**config.mk**
```make
export PLATFORM = sky130hd
export DESIGN_NAME = uart_tx_stim_flat
export DESIGN_NICKNAME = d
export VERILOG_FILES = /design/src/rtl/uart_tx_stim_if.sv /design/src/rtl/uart_tx_stim.sv /design/src/flat_wrapper.sv
export SDC_FILE = /design/constraint.sdc
export NUM_CORES = 1
export LEC_CHECK = 0
export ABC_AREA = 1
export CAP_MARGIN = 20
export CORE_MARGIN = 1
export CORE_UTILIZATION = 53
export CTS_CLUSTER_DIAMETER = 120
export CTS_CLUSTER_SIZE = 25
export DETAILED_ROUTE_END_ITERATION = 12
export PLACE_DENSITY_LB_ADDON = 0.08
export SYNTH_ARGS = -nofsm -noshare
export SYNTH_HDL_FRONTEND = slang
export SYNTH_SLANG_ARGS = --single-unit
```
**constraint.sdc**
```tcl
create_clock -name HCLK -period 2.2 [get_ports HCLK]
set_input_delay 0.44 -clock HCLK [delete_from_list [all_inputs] [get_ports HCLK]]
set_output_delay 0.44 -clock HCLK [all_outputs]
set_load 0.005 [all_outputs]
```
**src/rtl/uart_tx_stim_if.sv**
```systemverilog
// Host-side interface of the 8N1 UART stimulus transmitter: byte push port,
// FIFO status and the serial line itself.
interface uart_tx_stim_if #(
  parameter int FIFO_AW = 2
);
  logic [7:0]       wdata;
  logic             wr;
  logic             full;
  logic [FIFO_AW:0] level;
  logic             overflow;
  logic             busy;
  logic             tx;

  modport master (output wdata, wr, input full, level, overflow, busy, tx);
  modport slave  (input wdata, wr, output full, level, overflow, busy, tx);
endinterface

```
**src/rtl/uart_tx_stim.sv**
```systemverilog
// 8N1 UART transmitter fed by a small write FIFO; frames are sent LSB-first
// back-to-back with no idle gap while bytes are queued.
module uart_tx_stim #(
  parameter int CLKS_PER_BIT = 16,
  parameter int FIFO_DEPTH   = 4,
  parameter int FIFO_AW      = 2
) (
  input logic            HCLK,
  input logic            HRESETn,
  uart_tx_stim_if.slave  bus
);
  localparam int BW = (CLKS_PER_BIT > 1) ? $clog2(CLKS_PER_BIT) : 1;
  localparam logic [BW-1:0]    BAUD_LAST = BW'(CLKS_PER_BIT - 1);
  localparam logic [FIFO_AW:0] LVL_FULL  = (FIFO_AW + 1)'(FIFO_DEPTH);

  localparam logic [1:0] S_IDLE  = 2'd0;
  localparam logic [1:0] S_START = 2'd1;
  localparam logic [1:0] S_DATA  = 2'd2;
  localparam logic [1:0] S_STOP  = 2'd3;

  logic [1:0]         state_q, state_d;
  logic [BW-1:0]      baud_q, baud_d;
  logic [2:0]         bit_q, bit_d;
  logic [7:0]         shift_q, shift_d;
  logic               tx_q, tx_d;
  logic [FIFO_AW-1:0] wptr_q, rptr_q;
  logic [FIFO_AW:0]   level_q, level_d;
  logic               ovf_q;
  logic [7:0]         mem_q [FIFO_DEPTH];

  logic full, empty, push, pop, baud_end;

  // full is taken from the registered level, so a pop in the same cycle
  // never rescues a write that arrives while full.
  assign full     = (level_q == LVL_FULL);
  assign empty    = (level_q == '0);
  assign push     = bus.wr && !full;
  assign baud_end = (baud_q == BAUD_LAST);

  always_comb begin
    // NOTE: every always_comb output gets a default first so no path can infer a latch.
    state_d = state_q;
    baud_d  = baud_q;
    bit_d   = bit_q;
    shift_d = shift_q;
    tx_d    = tx_q;
    pop     = 1'b0;
    if (state_q != S_IDLE) baud_d = baud_end ? '0 : baud_q + 1'b1;
    case (state_q)
      S_IDLE: if (!empty) begin
        pop     = 1'b1;
        shift_d = mem_q[rptr_q];
        tx_d    = 1'b0;
        baud_d  = '0;
        state_d = S_START;
      end
      S_START: if (baud_end) begin
        tx_d    = shift_q[0];
        shift_d = {1'b0, shift_q[7:1]};
        bit_d   = '0;
        state_d = S_DATA;
      end
      S_DATA: if (baud_end) begin
        if (bit_q == 3'd7) begin
          tx_d    = 1'b1;
          state_d = S_STOP;
        end else begin
          tx_d    = shift_q[0];
          shift_d = {1'b0, shift_q[7:1]};
          bit_d   = bit_q + 3'd1;
        end
      end
      S_STOP: if (baud_end) begin
        if (!empty) begin
          pop     = 1'b1;
          shift_d = mem_q[rptr_q];
          tx_d    = 1'b0;
          state_d = S_START;
        end else begin
          state_d = S_IDLE;
        end
      end
      default: state_d = S_IDLE;
    endcase
  end

  always_comb begin
    level_d = level_q;
    if (push && !pop)      level_d = level_q + 1'b1;
    else if (pop && !push) level_d = level_q - 1'b1;
  end

  // NOTE: sequential state uses non-blocking assignments so every register samples pre-edge values.
  always_ff @(posedge HCLK or negedge HRESETn) begin
    if (!HRESETn) begin
      state_q <= S_IDLE;
      baud_q  <= '0;
      bit_q   <= '0;
      shift_q <= '0;
      tx_q    <= 1'b1;
      wptr_q  <= '0;
      rptr_q  <= '0;
      level_q <= '0;
      ovf_q   <= 1'b0;
    end else begin
      state_q <= state_d;
      baud_q  <= baud_d;
      bit_q   <= bit_d;
      shift_q <= shift_d;
      tx_q    <= tx_d;
      level_q <= level_d;
      ovf_q   <= bus.wr && full;
      if (push) wptr_q <= wptr_q + 1'b1;
      if (pop)  rptr_q <= rptr_q + 1'b1;
    end
  end

  // NOTE: the FIFO storage is not reset; only pointers and level define its contents.
  always_ff @(posedge HCLK) begin
    if (push) mem_q[wptr_q] <= bus.wdata;
  end

  assign bus.full     = full;
  assign bus.level    = level_q;
  assign bus.overflow = ovf_q;
  assign bus.busy     = (state_q != S_IDLE);
  assign bus.tx       = tx_q;
endmodule

```
**src/flat_wrapper.sv**
```systemverilog
// flat-port wrapper written by rule: the top's interface ports become plain ports
module uart_tx_stim_flat 
#(
  parameter int CLKS_PER_BIT = 16,
  parameter int FIFO_DEPTH   = 4,
  parameter int FIFO_AW      = 2
)
  (HCLK, HRESETn, bus_wdata, bus_wr, bus_full, bus_level, bus_overflow, bus_busy, bus_tx);
  uart_tx_stim_if #(.FIFO_AW(FIFO_AW)) bus_i ();
  input logic HCLK;
  input logic HRESETn;
  input wire logic [$bits(bus_i.wdata)-1:0] bus_wdata;
  input wire logic [$bits(bus_i.wr)-1:0] bus_wr;
  output wire logic [$bits(bus_i.full)-1:0] bus_full;
  output wire logic [$bits(bus_i.level)-1:0] bus_level;
  output wire logic [$bits(bus_i.overflow)-1:0] bus_overflow;
  output wire logic [$bits(bus_i.busy)-1:0] bus_busy;
  output wire logic [$bits(bus_i.tx)-1:0] bus_tx;
  assign bus_i.wdata = bus_wdata;
  assign bus_i.wr = bus_wr;
  assign bus_full = bus_i.full;
  assign bus_level = bus_i.level;
  assign bus_overflow = bus_i.overflow;
  assign bus_busy = bus_i.busy;
  assign bus_tx = bus_i.tx;
  uart_tx_stim #(.CLKS_PER_BIT(CLKS_PER_BIT), .FIFO_DEPTH(FIFO_DEPTH), .FIFO_AW(FIFO_AW)) u_core (.HCLK(HCLK), .HRESETn(HRESETn), .bus(bus_i));
endmodule
```
==> tab_implementation.tex, run 1 <==
\begin{tabular}{lr}
\hline
Metric & Value \\
\hline
\multicolumn{2}{l}{\textbf{Run status}} \\
Status & completed \\
\multicolumn{2}{l}{\textbf{Clocking}} \\
CTS Root Buffer Type & sky130\_fd\_sc\_hd\_\_clkbuf\_8 \\
Later-pin clock latency in the skew report & 0.32 ns \\
Deepest clock path buffer count & 2 \\
Sinks on Clock Net & 58 \\
Clock-pin transition on the worst setup and hold timing paths & 0.07 ns \\
CTS tree & built \\
Number of buffers created by CTS & 9 \\
Maximum level of the CTS H-tree & 3 \\
\multicolumn{2}{l}{\textbf{Timing}} \\
Sum of negative setup slack & 0 ns \\
Total of endpoints with negative setup slack in the final report & 0 \\
RSZ-0062 raised after global routing & yes \\
Tmin final & 2.12 ns \\
Clock skew & 0.00573 ns \\
Max Transition Viols Final & 0 \\
Number of endpoints with negative hold slack in the final report & 0 \\
Slew Limit Headroom & 0.777 \\
Maximum achievable frequency & 472 MHz \\
Actual slew at the worst max-slew pin & 0.335 ns \\
Part of the cycle the worst path needs & 0.963 \\
\multicolumn{2}{l}{\textbf{Power}} \\
Areal power density over the cells & 875 nW/µm² \\
Post-layout power & 2870 µW \\
Leakage component of the power & 0.00145 µW \\
Worst vdd ir & 0.564 mV \\
\multicolumn{2}{l}{\textbf{Detailed routing}} \\
Antenna viol nets, final & 0 \\
DR iter-0 viols & 85 \\
Detailed-route vias per instance & 4.99 \\
Detailed-route via count & 1,883 \\
Detail-routed net length per standard cell & 13.3 µm \\
Count of TritonRoute iterations in the first routing pass & 4 \\
Drc violations & 0 \\
Total routed wirelength & 5010 µm \\
\multicolumn{2}{l}{\textbf{Setup path}} \\
Crit path DAT & 2.32 ns \\
CP Class & reg2reg \\
Crit path launch type & flip-flop \\
Largest fanout of any net on the critical path & 4 \\
Required @ worst endpoint & 2.40 ns \\
Critical path capture point type & flip-flop \\
\multicolumn{2}{l}{\textbf{GRT}} \\
Vias in the first global route & 1,835 \\
GRT Overall Usage & 0.213 \\
Initial antenna violation count & 0 \\
Global-route wire length before repair & 8340 µm \\
Total congestion overflow after global routing & 0 \\
Largest net degree at the start of global routing & 27 \\
\multicolumn{2}{l}{\textbf{Logic synthesis}} \\
Share of synthesized flip-flops with an asynchronous set or reset & 0.448 \\
Cell taking the most area after synthesis & sky130\_fd\_sc\_hd\_\_edfxtp\_1 \\
Share of the synthesized area in the top cell type & 0.352 \\
Yosys synthesis warning count & 0 \\
Netlist cell types & 31 \\
Synth area leaders & sky130\_fd\_sc\_hd\_\_edfxtp\_1 (35\%), sky130\_fd\_sc\_hd\_\_dfrtp\_1 (23\%), sky130\_fd\_sc\_hd\_\_nand2\_1 (13\%) \\
Post-synth EDFFs & 32 \\
Top\_reg\_cell synth & sky130\_fd\_sc\_hd\_\_edfxtp\_1 \\
Cells after Synth & 267 \\
Mean area per synthesized cell & 10.2 µm² \\
Synthesized cell area & 2730 µm² \\
Sequential cell area fraction in the yosys report & 0.590 \\
Synthesized netlist net count & 292 \\
Count of state elements after synthesis & 58 \\
\multicolumn{2}{l}{\textbf{Finish}} \\
Leading cell type in the layout, fill and taps excluded & sky130\_fd\_sc\_hd\_\_nand2\_1 \\
Filler Cells Inserted & 379 \\
Antenna fix cells & 0 \\
Layout cell share with drive strength beyond 1 & 0.168 \\
Most used cells in the layout excluding fill and tap cells & sky130\_fd\_sc\_hd\_\_nand2\_1 (92), sky130\_fd\_sc\_hd\_\_edfxtp\_1 (32), sky130\_fd\_sc\_hd\_\_nand3\_1 (25), sky130\_fd\_sc\_hd\_\_dfrtp\_1 (25), sky130\_fd\_sc\_hd\_\_inv\_1 (21) \\
Area growth syn-to-layout & 19.9\% \\
Total non-filler cell area in the finished layout & 3280 µm² \\
NumNets Final & 330 \\
\multicolumn{2}{l}{\textbf{Placement}} \\
Final GP Congestion & 0.764 \\
Port Buffers & 17 \\
Detail Placement HPWL & 3340 µm \\
Area after detailed placement & 3060 µm² \\
\multicolumn{2}{l}{\textbf{Floorplanning}} \\
Area inside the core boundary & 4850 µm² \\
Standard-cell row count & 25 \\
Area of the die & 5450 µm² \\
Height of the die & 73.8 µm \\
X dimension of the die & 73.8 µm \\
I/O pins & 18 \\
Starting density of the core & 0.564 \\
\multicolumn{2}{l}{\textbf{Hold path}} \\
Class of the tightest hold or removal check & in2async \\
\multicolumn{2}{l}{\textbf{Run}} \\
Max-cap check violation count & 0 \\
\hline
\end{tabular}
## logic make-up (layout without fill, tap and decap cells)
| group | count (synthesis) | after routing | share of synthesized area |
|---|---|---|---|
| AOI/OAI and AO/OA | 20 | 20 | 0.0389 |
| xor gates and xnor gates | 6 | 6 | 0.0192 |
| adders and majority gates | 14 | 14 | 0.0669 |
| buffers and inverters | 32 | 75 | 0.0559 |
| DFF | 58 | 58 | 0.590 |
| muxes | 1 | 1 | 0.00412 |
| and+or+nand+nor | 136 | 136 | 0.225 |
## metal layers
layer	global-route usage	vias to the layer above	wire length [µm]	part of all wire
li1	-	957	-	-
met4	0.103	0	81	0.016
met3	0.0412	7	187	0.037
met2	0.332	34	2320	0.46
met5	0	-	0	0
met1	0.285	885	2420	0.48
## stage by stage
step,cells,hold WS (ns),worst slack (ns),util
2_1_floorplan,267,0.144,0.0168,-
3_3_place_gp,360,0.455,0.0623,0.630
3_5_place_dp,360,0.461,-0.0147,0.630
4_1_cts,376,0.471,0.0180,0.670
5_1_grt,377,0.501,-0.0111,0.676
6_report,377,0.465,0.0821,0.676
## where the power goes
part           leakage [µW]  internal, µW  total [µW]  switching (µW)
combinational      0.000745           244         516             271
clock             0.0000889           518         936             419
sequential         0.000615          1330        1420            84.4
total               0.00145          2090        2870             774
## cell type report
class | count | area (µm²) | share of cell area
clock inverters | 7 | 70.1 | 0.0214
well taps | 67 | 83.8 | 0.0256
flip-flops and latches | 58 | 1610 | 0.492
inverters | 26 | 105 | 0.0321
multi-input cells | 177 | 991 | 0.302
repair buffers | 33 | 290 | 0.0886
clock buffers | 9 | 124 | 0.0378
## state kept, by name, summed over array words and instances, names as in the netlist
register and count:
u_core.bit_q 3, u_core.baud_q 4, u_core.rptr_q 2, u_core.bus.overflow 1, u_core.bus.level 3, u_core.mem_q 32
u_core.state_q 2, u_core.shift_q 8, u_core.wptr_q 2, u_core.bus.tx 1
## Yosys cell counts, types with 2 or more instances
library cell                n
sky130_fd_sc_hd__buf_4      2
sky130_fd_sc_hd__ha_1      13
sky130_fd_sc_hd__nand3_1   25
sky130_fd_sc_hd__edfxtp_1  32
sky130_fd_sc_hd__nor2_2     2
sky130_fd_sc_hd__nand2_1   92
sky130_fd_sc_hd__a21oi_1    8
sky130_fd_sc_hd__inv_1     23
sky130_fd_sc_hd__nor2_1     6
sky130_fd_sc_hd__nand3_2    3
sky130_fd_sc_hd__dfrtp_1   25
sky130_fd_sc_hd__nand2_2    2
sky130_fd_sc_hd__nand3_4    2
sky130_fd_sc_hd__xnor2_1    2
sky130_fd_sc_hd__buf_6      2
sky130_fd_sc_hd__xor2_1     4
sky130_fd_sc_hd__buf_2      2
sky130_fd_sc_hd__o21ai_0    4
sky130_fd_sc_hd__o21ai_1    6
## timing repair
action                                  in CTS  in global routing
endpoints found under the setup margin       0                  4
setup buffers                                0                  1
hold buffers                                 0                  0
resized for setup                            0                  6
## worst max-delay path, stage by stage (launching register included)
cell and delay (ns):
sky130_fd_sc_hd__dfrtp_1 0.39, sky130_fd_sc_hd__buf_4 0.15, sky130_fd_sc_hd__ha_1 0.20, sky130_fd_sc_hd__inv_1 0.09, sky130_fd_sc_hd__a21oi_2 0.06, sky130_fd_sc_hd__nand3_2 0.11, sky130_fd_sc_hd__ha_1 0.16, sky130_fd_sc_hd__inv_1 0.07
sky130_fd_sc_hd__fa_1 0.39, sky130_fd_sc_hd__a21oi_1 0.16, sky130_fd_sc_hd__o21ai_1 0.09, sky130_fd_sc_hd__xor2_1 0.14
## final timing paths
path | start | end | slack [ns] | depth (start not counted)
max | u_core.state_q[0] | u_core.bus.level[2] | 0.08 | 11
min | HRESETn | u_core.bit_q[1] | 0.47 | 2
max reg2reg | u_core.state_q[0] | u_core.bus.level[2] | 0.08 | 11
min reg2reg | u_core.bus.tx | u_core.bus.tx | 0.47 | 2
max in group asynchronous | HRESETn | u_core.bus.tx | 1.43 | 2
min in group HCLK | u_core.bus.tx | u_core.bus.tx | 0.47 | 2
(Power assumes the default switching activity.)
==> run 2: changes to the inputs <==
CORE_MARGIN = not set   (was 1)
GPL_TIMING_DRIVEN = 0   (was not set)
==> tab_implementation.tex, run 2 (synthesized netlist as in run 1, its figures left out) <==
\begin{tabular}{lr}
\hline
Metric & Value \\
\hline
\multicolumn{2}{l}{\textbf{Finish}} \\
Most used cells in the layout excluding fill and tap cells & sky130\_fd\_sc\_hd\_\_nand2\_1 (92), sky130\_fd\_sc\_hd\_\_edfxtp\_1 (32), sky130\_fd\_sc\_hd\_\_nand3\_1 (25), sky130\_fd\_sc\_hd\_\_dfrtp\_1 (25), sky130\_fd\_sc\_hd\_\_inv\_1 (18) \\
Register containing the most flip-flops in the final layout & u\_core.mem\_q \\
Registers with the highest flip-flop counts & u\_core.mem\_q: 32 flops, u\_core.shift\_q: 8 flops, u\_core.baud\_q: 4 flops \\
Final design utilization & 0.677 (+0.00103) \\
Largest register FFs & 32 (unchanged) \\
Antenna fix cells & 0 (unchanged) \\
Leading cell type in the layout, fill and taps excluded & sky130\_fd\_sc\_hd\_\_nand2\_1 \\
Finished Layout Cells & 374 (-0.80\%) \\
NumNets Final & 327 (-0.91\%) \\
Area growth syn-to-layout & 20.1\% \\
Total non-filler cell area in the finished layout & 3280 µm² (+0.15\%) \\
Layout cell share with drive strength beyond 1 & 0.169 (+0.00164) \\
\multicolumn{2}{l}{\textbf{Detailed routing}} \\
Drc violations & 0 (unchanged) \\
Total routed wirelength & 5180 µm (+3.4\%) \\
Antenna viol nets, final & 0 (unchanged) \\
Count of TritonRoute iterations in the first routing pass & 4 (unchanged) \\
DR iter-0 viols & 123 (+45\%) \\
Detail-routed net length per standard cell & 13.9 µm (+4.3\%) \\
Detailed-route via count & 1,863 (-1.1\%) \\
Detailed-route vias per instance & 4.98 (-0.27\%) \\
\multicolumn{2}{l}{\textbf{Clocking}} \\
CTS tree & built \\
Clock-pin transition on the worst setup and hold timing paths & 0.06 ns (about the same) \\
Hold buffer count at cts & 0 (unchanged) \\
Maximum level of the CTS H-tree & 3 (unchanged) \\
Sinks on Clock Net & 58 (unchanged) \\
Later-pin clock latency in the skew report & 0.33 ns (about the same) \\
Deepest clock path buffer count & 2 (unchanged) \\
CTS Root Buffer Type & sky130\_fd\_sc\_hd\_\_clkbuf\_8 \\
Number of buffers created by CTS & 9 (unchanged) \\
\multicolumn{2}{l}{\textbf{Power}} \\
Worst vdd ir & 0.779 mV (+38\%) \\
Leakage component of the power & 0.00144 µW (-0.43\%) \\
Areal power density over the cells & 864 nW/µm² (-1.2\%) \\
\multicolumn{2}{l}{\textbf{GRT}} \\
Largest net degree at the start of global routing & 16 (-41\%) \\
GRT Overall Usage & 0.210 (-0.00218) \\
Initial antenna violation count & 0 (unchanged) \\
Vias in the first global route & 1,769 (-3.6\%) \\
Global-route wire length before repair & 8220 µm (-1.4\%) \\
Total congestion overflow after global routing & 0 (unchanged) \\
\multicolumn{2}{l}{\textbf{Placement}} \\
Placed instance count & 352 (-2.2\%) \\
Port Buffers & 17 (unchanged) \\
Detail Placement HPWL & 3480 µm (+4.1\%) \\
Final GP Congestion & 0.729 (-4.6\%) \\
Area after detailed placement & 3020 µm² (-1.2\%) \\
\multicolumn{2}{l}{\textbf{Hold path}} \\
Class of the tightest hold or removal check & reg2reg \\
\multicolumn{2}{l}{\textbf{Timing}} \\
Max Transition Viols Final & 0 (unchanged) \\
Total of endpoints with negative setup slack in the final report & 0 (unchanged) \\
RSZ-0062 raised after global routing & yes \\
Clock skew & 0.00850 ns (+0.00277 ns) \\
Number of endpoints with negative hold slack in the final report & 0 (unchanged) \\
Sum of negative setup slack & 0 ns (unchanged) \\
Tmin final & 2.12 ns (+0.00482 ns) \\
Actual slew at the worst max-slew pin & 0.767 ns (+0.432 ns) \\
Part of the cycle the worst path needs & 0.965 (+0.00219) \\
Slew Limit Headroom & 0.487 (-0.290) \\
Maximum achievable frequency & 471 MHz (-0.23\%) \\
\multicolumn{2}{l}{\textbf{Setup path}} \\
Largest fanout of any net on the critical path & 4 (unchanged) \\
Crit path launch type & flip-flop \\
Critical path capture point type & flip-flop \\
Crit path buf inv count & 3 (unchanged) \\
Required @ worst endpoint & 2.41 ns (about the same) \\
Cell-by-cell trace of the critical path & inv\_2 > ha\_2 > buf\_6 > a21oi\_4 > nand3\_2 > ha\_2 > inv\_2 > fa\_1 > mux2\_2 \\
CP top delay family & adder cells \\
Worst-path cell with the longest stage delay & sky130\_fd\_sc\_hd\_\_dfrtp\_1 \\
Crit path DAT & 2.33 ns (about the same) \\
CP Class & reg2reg \\
Maximum cell stage delay along the critical path & 0.40 ns (about the same) \\
\multicolumn{2}{l}{\textbf{Floorplanning}} \\
Starting density of the core & 0.564 (unchanged) \\
I/O pins & 18 (unchanged) \\
X dimension of the die & 73.8 µm (unchanged) \\
Area of the die & 5450 µm² (unchanged) \\
Area inside the core boundary & 4850 µm² (unchanged) \\
Height of the die & 73.8 µm (unchanged) \\
Standard-cell row count & 25 (unchanged) \\
\multicolumn{2}{l}{\textbf{Run status}} \\
Status & completed \\
\multicolumn{2}{l}{\textbf{Run}} \\
Max-cap check violation count & 0 (unchanged) \\
\hline
\end{tabular}
==> run 2: through the flow <==
stage          power [µW]  hold WS, ns  worst slack [ns]
2_1_floorplan        1690        0.144            0.0168
3_3_place_gp         1870        0.456            -0.137
3_5_place_dp         1880        0.458            -0.133
4_1_cts              2850        0.468           0.00659
5_1_grt              2990        0.483           -0.0441
6_report             2840        0.468            0.0773
==> run 2: metal layers <==
layer / part of all wire / vias to the layer above / track usage
met1: 0.47 / 868 / 0.275
li1: - / 949 / -
met4: 0.019 / 0 / 0.109
met5: 0 / - / 0
met2: 0.47 / 38 / 0.334
met3: 0.037 / 8 / 0.0398
==> run 2: worst reg2reg max path, cell delays in order, from the launching register on <==
cell	delay [ns]
sky130_fd_sc_hd__dfrtp_1	0.40
sky130_fd_sc_hd__inv_2	0.09
sky130_fd_sc_hd__ha_2	0.29
sky130_fd_sc_hd__buf_6	0.13
sky130_fd_sc_hd__a21oi_4	0.10
sky130_fd_sc_hd__nand3_2	0.09
sky130_fd_sc_hd__ha_2	0.19
sky130_fd_sc_hd__inv_2	0.06
sky130_fd_sc_hd__fa_1	0.40
sky130_fd_sc_hd__mux2_2	0.26
==> run 2: cell type report <==
type | instances | area [µm²]
fillers | 380 | 1570
plain buffers | 6 | 51.3
repair buffers | 24 | 243
inverters | 26 | 105
clock buffers | 11 | 141
clock inverters | 5 | 53.8
flip-flops and latches | 58 | 1610
well taps | 67 | 83.8
multi-input cells | 177 | 991
==> run 2: final timing paths <==
path	start	end	slack (ns)	cells past startpoint
worst max register to register	u_core.state_q[0]	u_core.bus.level[1]	0.08	9
worst max-delay path	u_core.state_q[0]	u_core.bus.level[1]	0.08	9
worst min-delay path	u_core.bus.tx	u_core.bus.tx	0.47	2
min in group asynchronous	HRESETn	u_core.shift_q[5]	0.50	1
max in group asynchronous	HRESETn	u_core.rptr_q[1]	1.19	2
worst min register to register	u_core.bus.tx	u_core.bus.tx	0.47	2
==> run 2: power breakdown <==
part,switching (µW),internal [µW],total [µW]
Combinational,251,206,458
Sequential,84.7,1330,1420
Clock,412,548,960
==> run 2: what timing repair did <==
| item | 4_1_cts | 5_1_grt |
|---|---|---|
| resized for setup | 1 | 10 |
| buffers inserted | 3 | 3 |
| pin swaps | 1 | 0 |
| endpoints found under the setup margin | 3 | 4 |
